## src/rtl/vga_pkg.sv

```systemverilog
// VGA 640x480@60 timing constants and the game-grid geometry on screen.
// Shared by the sync generator and every renderer.
package vga_pkg;

    localparam int COORD_W = 10;
    localparam int COORD_MAX = 1 << COORD_W;

    localparam int VGA_DIV_PIXEL = 2;

    localparam int VGA_H_VISIVEL = 640;
    localparam int VGA_H_FRENTE  = 16;
    localparam int VGA_H_SYNC    = 96;
    localparam int VGA_H_TRAS    = 48;

    localparam int VGA_V_VISIVEL = 480;
    localparam int VGA_V_FRENTE  = 10;
    localparam int VGA_V_SYNC    = 2;
    localparam int VGA_V_TRAS    = 33;

    localparam logic VGA_SYNC_POL = 1'b0;

    localparam int GRADE_X0      = 16;
    localparam int GRADE_PASSO_X = 62;
    localparam int GRADE_Y0      = 16;
    localparam int GRADE_PASSO_Y = 57;
    localparam int CELULA_LARG   = 54;
    localparam int CELULA_ALT    = 49;

    typedef logic [COORD_W-1:0] coord_t;

    function automatic int soma_total(input int vis, input int frente,
                                      input int sinc, input int tras);
        return vis + frente + sinc + tras;
    endfunction

    localparam int VGA_H_TOTAL = soma_total(VGA_H_VISIVEL, VGA_H_FRENTE,
                                            VGA_H_SYNC, VGA_H_TRAS);
    localparam int VGA_V_TOTAL = soma_total(VGA_V_VISIVEL, VGA_V_FRENTE,
                                            VGA_V_SYNC, VGA_V_TRAS);

endpackage

```

## src/rtl/vga_div_pixel.sv

```systemverilog
// Pixel-rate strobe: one clk high every DIV_PIXEL system clocks.
// The strobe comes straight from a flop so downstream sees no decode glitch.
module vga_div_pixel #(
    parameter int DIV_PIXEL = 2
) (
    input  logic clk,
    input  logic rst,
    output logic pixelEn
);

    if (DIV_PIXEL <= 1) begin : g_direto
        logic unused_div;
        assign unused_div = clk ^ rst;
        assign pixelEn = 1'b1;
    end else begin : g_cont
        localparam int DW = $clog2(DIV_PIXEL);
        localparam logic [DW-1:0] ULTIMO = DW'(DIV_PIXEL - 1);

        logic [DW-1:0] div_q, div_d;
        logic          en_q, en_d;

        // en_q mirrors (div_q == ULTIMO) but is registered from div_d
        always_comb begin
            div_d = (div_q == ULTIMO) ? '0 : div_q + DW'(1);
            en_d  = (div_d == ULTIMO);
        end

        always_ff @(posedge clk or posedge rst) begin
            if (rst) begin
                div_q <= '0;
                en_q  <= 1'b0;
            end else begin
                div_q <= div_d;
                en_q  <= en_d;
            end
        end

        assign pixelEn = en_q;
    end

endmodule

```

## src/rtl/vga_sincronismo.sv

```systemverilog
// VGA raster timing: coordinates, active area, sync pulses, end-of-frame.
// Define VGA_CONTADOR_QUADROS_EN to add the 8-bit frame counter contQuadros.
module vga_sincronismo
    import vga_pkg::*;
#(
    parameter int   DIV_PIXEL = VGA_DIV_PIXEL,
    parameter int   H_VISIVEL = VGA_H_VISIVEL,
    parameter int   H_FRENTE  = VGA_H_FRENTE,
    parameter int   H_SYNC    = VGA_H_SYNC,
    parameter int   H_TRAS    = VGA_H_TRAS,
    parameter int   V_VISIVEL = VGA_V_VISIVEL,
    parameter int   V_FRENTE  = VGA_V_FRENTE,
    parameter int   V_SYNC    = VGA_V_SYNC,
    parameter int   V_TRAS    = VGA_V_TRAS,
    parameter logic SYNC_POL  = VGA_SYNC_POL
) (
    input  logic               clk,
    input  logic               rst,
    output logic               pixelEn,
    output logic [COORD_W-1:0] coluna,
    output logic [COORD_W-1:0] linha,
    output logic               areaAtiva,
    output logic               hsync,
    output logic               vsync,
    output logic               fimQuadro
`ifdef VGA_CONTADOR_QUADROS_EN
    ,
    output logic [7:0]         contQuadros
`endif
);

    localparam int H_TOTAL = soma_total(H_VISIVEL, H_FRENTE, H_SYNC, H_TRAS);
    localparam int V_TOTAL = soma_total(V_VISIVEL, V_FRENTE, V_SYNC, V_TRAS);

    if (H_TOTAL > COORD_MAX || V_TOTAL > COORD_MAX) begin : g_erro_total
        $error("vga_sincronismo: H_TOTAL/V_TOTAL exceed 1024");
    end

    localparam coord_t H_ULT    = coord_t'(H_TOTAL - 1);
    localparam coord_t V_ULT    = coord_t'(V_TOTAL - 1);
    localparam coord_t H_VIS    = coord_t'(H_VISIVEL);
    localparam coord_t V_VIS    = coord_t'(V_VISIVEL);
    localparam coord_t HS_INI   = coord_t'(H_VISIVEL + H_FRENTE);
    localparam coord_t HS_FIM   = coord_t'(H_VISIVEL + H_FRENTE + H_SYNC - 1);
    localparam coord_t VS_INI   = coord_t'(V_VISIVEL + V_FRENTE);
    localparam coord_t VS_FIM   = coord_t'(V_VISIVEL + V_FRENTE + V_SYNC - 1);

    coord_t col_q, col_d;
    coord_t lin_q, lin_d;
    logic   area_q, area_d;
    logic   hs_q, hs_d;
    logic   vs_q, vs_d;

    vga_div_pixel #(
        .DIV_PIXEL (DIV_PIXEL)
    ) u_div (
        .clk     (clk),
        .rst     (rst),
        .pixelEn (pixelEn)
    );

    // Flags are decoded from the next coordinates so they line up with them
    always_comb begin
        col_d = col_q;
        lin_d = lin_q;
        if (pixelEn) begin
            if (col_q == H_ULT) begin
                col_d = '0;
                lin_d = (lin_q == V_ULT) ? '0 : lin_q + coord_t'(1);
            end else begin
                col_d = col_q + coord_t'(1);
            end
        end
        area_d = (col_d < H_VIS) && (lin_d < V_VIS);
        hs_d   = (col_d >= HS_INI && col_d <= HS_FIM) ? SYNC_POL : ~SYNC_POL;
        vs_d   = (lin_d >= VS_INI && lin_d <= VS_FIM) ? SYNC_POL : ~SYNC_POL;
    end

    always_ff @(posedge clk or posedge rst) begin
        if (rst) begin
            col_q  <= H_ULT;
            lin_q  <= V_ULT;
            area_q <= 1'b0;
            hs_q   <= ~SYNC_POL;
            vs_q   <= ~SYNC_POL;
        end else begin
            col_q  <= col_d;
            lin_q  <= lin_d;
            area_q <= area_d;
            hs_q   <= hs_d;
            vs_q   <= vs_d;
        end
    end

    assign coluna    = col_q;
    assign linha     = lin_q;
    assign areaAtiva = area_q;
    assign hsync     = hs_q;
    assign vsync     = vs_q;
    assign fimQuadro = pixelEn && (col_q == H_ULT) && (lin_q == V_ULT);

`ifdef VGA_CONTADOR_QUADROS_EN
    logic [7:0] quad_q;

    always_ff @(posedge clk or posedge rst) begin
        if (rst) begin
            quad_q <= 8'd0;
        end else if (fimQuadro) begin
            quad_q <= quad_q + 8'd1;
        end
    end

    assign contQuadros = quad_q;
`endif

endmodule

```

## config.mk

```make
export PLATFORM = sky130hd
export DESIGN_NAME = vga_sincronismo
export DESIGN_NICKNAME = d
export VERILOG_FILES = /design/src/rtl/vga_pkg.sv /design/src/rtl/vga_div_pixel.sv /design/src/rtl/vga_sincronismo.sv
export SDC_FILE = /design/constraint.sdc
export NUM_CORES = 1
export LEC_CHECK = 0
export CORE_MARGIN = 2
export CORE_UTILIZATION = 46
export CTS_CLUSTER_DIAMETER = 120
export DETAILED_ROUTE_END_ITERATION = 6
export PLACE_DENSITY = 0.75
export SLEW_MARGIN = 20
export SYNTH_ARGS = -nofsm -noshare
export SYNTH_HDL_FRONTEND = slang
export SYNTH_SLANG_ARGS = --single-unit
```

## constraint.sdc

```tcl
create_clock -name clk -period 2.08 [get_ports clk]
set_input_delay 0.52 -clock clk [delete_from_list [all_inputs] [get_ports clk]]
set_output_delay 0.52 -clock clk [all_outputs]
set_load 0.02 [all_outputs]
```

==> qor.txt, run 1 <==
initial core utilization - 0.477
Design Area, Final - 0.00217 mm2
Nets - 223
worst hold slack - 525 ps
drt first-iter violations - 63
CP startpoint kind - flop
fin crit share - 1.07
final core utilization - 0.721
uppermost layer routed - met4
total die area - 0.00358 mm2
ratio of cells with drive above 1 in the final layout - 0.364
Rows - 20
fmax - 450 MHz
Synth Flop Type - dfstp_2
mapped cell area - 0.00143 mm2
cts bufs inserted - 3
status - complete, but fails checks
Post-synth EDFFs - 0
worst setup margin - -141 ps
Die Wd - 59.8 um
Ys Warns - 0
H-tree depth - 1
die height - 59.8 um
unrepaired setup endpoints after global routing - true
family with the most delay on the worst path - simple AND/OR/NAND/NOR gates
Synth Register Bits - 24
core area - 0.00300 mm2
Via Count - 1,459
Slew Viols, Final - 0
Yosys cell types - 46
Clock Power Share - 0.345
violated checks - setup timing
Combinational Power Share - 0.017
Bufs and invs on worst path - 1
CTS tree - built
CTS sink count - 24
Synth Area per Inst - 9.56 um2
HP Class - in2async
DPL Wire Length - 2.85 mm
GR Util All Layers - 0.234
placed cells - 240
Worst-path clk slew - 140 ps
worst skew pair latency - 320 ps
sequential group share of total power - 0.638
largest net degree at the start of global routing - 25
Lkg Pwr - 0.992 nW
top-level port count - 27
Psw - 156 uW
asr flop ratio synth - 1.00
Fin. Hold Viols - 0
Rel. slew slack - 0.704
crit path max fanout - 2
WL met2 - 2.24 mm
Yosys top cell by area - dfstp_2
Initial DRT Pass Iterations - 4
switching share of total power - 0.212
post-synthesis sequential area ratio - 0.429
antenna-violating nets left - 0
kind of critical path - reg2out
Residual DRC - 0
metal3 WL - 128 um
top cells by area, synth - dfstp_2, dfrtp_1, xnor2_1
Clock Path Buffers - 2
non-filler cells, final - 250
Placed Area - 0.00199 mm2
Critical Path Max Stage Delay - 560 ps
Peak VDD IR - 212 uV
Int Pwr - 578 uW
initial antenna violation count - 0
CTS root buffer - clkbuf_4
setup violators final - 4
first-pass GRT wire length - 6.35 mm
Worst-Margin Slew - 441 ps
top-count cell post-synth - nand2_1
post-DR wirelength/cell - 16.6 um
max cap viols - 0
Via-to-Cell Ratio - 5.84
antenna cells - 0
number of global-route vias before repair - 1,489
met1 WL - 1.66 mm
Clock Skews - 2.57 ps
post-synthesis net count - 155
PortBufs - 26
Layout area overhead - 51.0%
Routed WL - 4.15 mm
Yosys top cell area share - 0.220
cells after synthesis - 150
Final min period - 2220 ps
crit path cell chain - or4b_4 > nor3_4 > and2_4 > buf_6
total grt overflow - 0
Worst path slowest cell - or4b_4
synth cell count leaders - nand2_1, dfrtp_1, dfstp_2
placer congestion estimate - 0.888
WP data required - 1560 ps
Power per Cell Area - 339 mW/mm2
crit path DAT - 1700 ps
CP Capture Type - output port
placed cells by master, fill, tap and decap left out, drive strengths merged, types with 4 or more instances in the layout:
cell and count:
nor3 4, xnor2 7, dfrtp 12, nor2 10
clkbuf 4, nor4 4, a21oi 4, nand2 13
buf 43, nand4 6, o21ai 9, dlygate4sd2 10
nand3 11, o31ai 4, clkdlybuf4s50 14, inv 9
dfstp 12
cell type report:
type,instances,area [um2]
clock buffer,4,36.3
fill,225,837
inverter,9,33.8
multi-input combinational,112,847
sequential,24,618
tap,33,41.3
timing repair buffer,68,589
worst paths after layout:
path | from | endpoint | slack, ps | cells after the start
setup reg to reg | coluna[1] | areaAtiva | -140 | 7
min in group clk | linha[5] | linha[5] | 590 | 2
hold reg to reg | linha[5] | linha[5] | 590 | 2
setup / recovery | coluna[5] | fimQuadro | -140 | 4
hold / removal | rst | linha[7] | 530 | 3
max in group asynchronous | rst | hsync | 1250 | 3
power groups by stage:
stage               sequential [mW]  combinational [mW]  clock (mW)
floorplan                     0.476             0.00675           0
global placement              0.476              0.0126           0
detailed placement            0.476              0.0129           0
CTS                           0.468              0.0129       0.262
global route                  0.468              0.0151       0.286
finish                        0.468              0.0125       0.253
flip-flops by register name, summed over array words and instances (netlist names):
name / count
areaAtiva: 1
coluna: 10
hsync: 1
linha: 10
u_div.g_cont.div_q: 1
vsync: 1
routing by layer:
metal	vias to the layer above	track usage
met2	55	0.419
li1	688	-
met5	-	0
met4	0	0.114
met3	16	0.0281
met1	700	0.274
timing repair:
item | CTS | global route
pin swaps | 3 | 8
hold buffers | 0 | 0
hold endpoints to repair | 0 | 0
gates resized for setup | 25 | 15
endpoints found under the setup margin | 15 | 8
buffers inserted | 1 | 5
cloned | 0 | 0
cell families after synthesis:
logic type | synth area share
multiplexers | 0.0148
AND/OR/NAND/NOR | 0.274
AO/OA/AOI/OAI | 0.145
adder cells (fa/ha/maj) | 0.0262
buffers and inverters | 0.0497
flip-flops | 0.429
XOR/XNOR | 0.0611
through the flow:
step	worst slack [ps]	TNS (ps)	power (mW)
detailed placement	-368	-728	0.489
CTS	-152	-406	0.743
global placement	-301	-600	0.488
floorplan	-56.5	-79.0	0.482
finish	-141	-427	0.734
global route	-253	-947	0.769
worst register-to-register path, delay by kind of cell (launching register included):
family | cells | cell delay, ps
flops | 1 | 590
fa+ha+maj | 1 | 140
compound gates | 3 | 560
buf+inv | 1 | 210
simple gates | 2 | 650
(Power assumes the default switching activity.)
==> run 2, diff against run 1 <==
CORE_ASPECT_RATIO = 0.8   (was not set)
==> run 2 against run 1 <==
  * Final area increased by 1.1%
  * Largest power group unchanged
  * Worst setup slack improved by 24 ps
  * Fmax grew 1.1%
  * Sequential cell count is the same
  * Sequential power about the same
  * Sequential share of layout area is 0.31 points lower
  * Clock skew increased by 2.1 ps
  * Via count is 0.27% higher
  * The run still ends with setup timing left
  * Global-route usage grew 1.8 points
  * Cell count grew 3.2%
  * Power rose by 4.2%
==> qor.txt, run 2 (same netlist as run 1, synthesis figures left out) <==
antenna cells - 0 (unchanged)
violated checks - setup timing (unchanged)
worst skew pair latency - 270 ps (was 320 ps)
DPL Wire Length - 3.15 mm (was 2.85 mm)
number of global-route vias before repair - 1,330 (was 1,489)
Final min period - 2200 ps (was 2220 ps)
GR Util All Layers - 0.253 (was 0.234)
hold path cells - 2
unrepaired setup endpoints after global routing - true (unchanged)
crit path DAT - 1680 ps (was 1700 ps)
WP data required - 1560 ps (about the same)
initial antenna violation count - 0 (unchanged)
CTS tree - built (unchanged)
Reg2Reg Setup Slack - -110 ps (was -140 ps)
fmax - 455 MHz (was 450 MHz)
FF-to-FF path depth - 7 (unchanged)
Rel. slew slack - 0.726 (was 0.704)
worst setup margin - -117 ps (was -141 ps)
commonest cells after routing, fill and taps aside - buf_4, clkdlybuf4s50_1, nand2_1 (unchanged)
initial core utilization - 0.472 (was 0.477)
placed cells - 252 (was 240)
Via-to-Cell Ratio - 5.67 (was 5.84)
Layout area overhead - 52.7% (was 51.0%)
Peak VDD IR - 441 uV (was 212 uV)
Clock Path Buffers - 2 (unchanged)
Worst-path clk slew - 80 ps (was 140 ps)
cts bufs inserted - 3 (unchanged)
CP startpoint kind - flop (unchanged)
Fin Setup TNS - -325 ps (was -427 ps)
CP Capture Type - output port (unchanged)
Critical Path Max Stage Delay - 560 ps (about the same)
placer congestion estimate - 0.887 (was 0.888)
total die area - 0.00358 mm2 (about the same)
CTS sink count - 24 (unchanged)
max cap viols - 0 (unchanged)
kind of critical path - reg2out (unchanged)
crit path cell chain - or4b_4 > nor3_4 > and2_4 > buf_6 (unchanged)
Worst-Margin Slew - 407 ps (was 441 ps)
ratio of cells with drive above 1 in the final layout - 0.362 (was 0.364)
non-filler cells, final - 258 (was 250)
Fin. Hold Viols - 0 (unchanged)
Via Count - 1,463 (was 1,459)
drt first-iter violations - 91 (was 63)
crit path max fanout - 2 (unchanged)
antenna-violating nets left - 0 (unchanged)
reg2reg end - areaAtiva (unchanged)
setup violators final - 3 (was 4)
Nets - 224 (was 223)
core area - 0.00304 mm2 (was 0.00300 mm2)
HP Class - reg2reg (was in2async)
Hold EP - linha[7]
post-DR wirelength/cell - 16.6 um (about the same)
Residual DRC - 0 (unchanged)
largest net degree at the start of global routing - 25 (unchanged)
PortBufs - 26 (unchanged)
hold_buf cts - 0 (unchanged)
Hold Crit Start - linha[7]
CTS root buffer - clkbuf_8 (was clkbuf_4)
Initial DRT Pass Iterations - 4 (unchanged)
total power - 765 uW (was 734 uW)
H-tree depth - 1 (unchanged)
Slew Viols, Final - 0 (unchanged)
Die Wd - 66.4 um (was 59.8 um)
Routed WL - 4.28 mm (was 4.15 mm)
most common cell after layout, fill and taps aside - buf_4 (unchanged)
Power per Cell Area - 349 mW/mm2 (was 339 mW/mm2)
top-level port count - 27 (unchanged)
first-pass GRT wire length - 6.63 mm (was 6.35 mm)
final core utilization - 0.720 (was 0.721)
total grt overflow - 0 (unchanged)
dpl ws - -307 ps (was -368 ps)
reg2reg start - coluna[1] (unchanged)
Lkg Pwr - 1.07 nW (was 0.992 nW)
die height - 53.9 um (was 59.8 um)
Rows - 18 (was 20)
Clock Skews - 4.68 ps (was 2.57 ps)
status - complete, but fails checks (unchanged)
Worst path slowest cell - or4b_4 (unchanged)
fin crit share - 1.06 (was 1.07)
## run 2: changes by cell type in the layout (fill, tap and decap cells not counted), sizes merged
cell	change
dlygate4sd2	-9
dlymetal6s2s	+8
buf	+1
clkdlybuf4s50	+1
## run 2: worst max-delay path by stage
| stage | from | end | cells after the start |
|---|---|---|---|
| after global placement | coluna[5] | fimQuadro | 4 |
| after global routing | coluna[5] | fimQuadro | 4 |
| after floorplan | coluna[7] | fimQuadro | 5 |
| after CTS | coluna[1] | fimQuadro | 6 |
| final | coluna[5] | fimQuadro | 4 |
| after detailed placement | coluna[5] | fimQuadro | 4 |
## run 2: worst max-delay path, delay by kind of cell, from the launching register on
family        cells  cell delay [ps]
flops             1              380
buf+inv           1              100
simple gates      3              920
## run 2: area by class of cell
cell class,instances,area (um2)
fill,207,851
multi-input combinational,112,830
sequential,24,618
timing repair buffer,69,613
tap,40,50.0
clock buffer,4,45.0
inverter,9,33.8
## run 2: what timing repair did
action,4_1_cts,5_1_grt
gates cloned,0,0
buffers inserted,2,0
pin swaps,5,7
gates resized for setup,10,19
setup endpoints to repair,6,15
## run 2: per-stage QoR
step           cell area [um2]  hold WS (ps)
6_report                  2190           565
5_1_grt                   2190           613
4_1_cts                   2110           572
3_5_place_dp              2030           558
3_3_place_gp              2030           552
2_1_floorplan             1450           526
## run 2: report_power, final
part | total, mW | switching (mW) | internal, mW | leakage (nW)
Clock | 0.285 | 0.148 | 0.137 | 0.0228
Sequential | 0.467 | 0 | 0.467 | 0.281
Combinational | 0.0122 | 0.00917 | 0.00302 | 0.766
## run 2: per-layer routing
metal	GRT usage	vias up	wire length, um
met3	0.0732	6	361
li1	-	687	-
met4	0.0510	0	49
met2	0.403	69	2040
met1	0.345	701	1830
met5	0	-	0
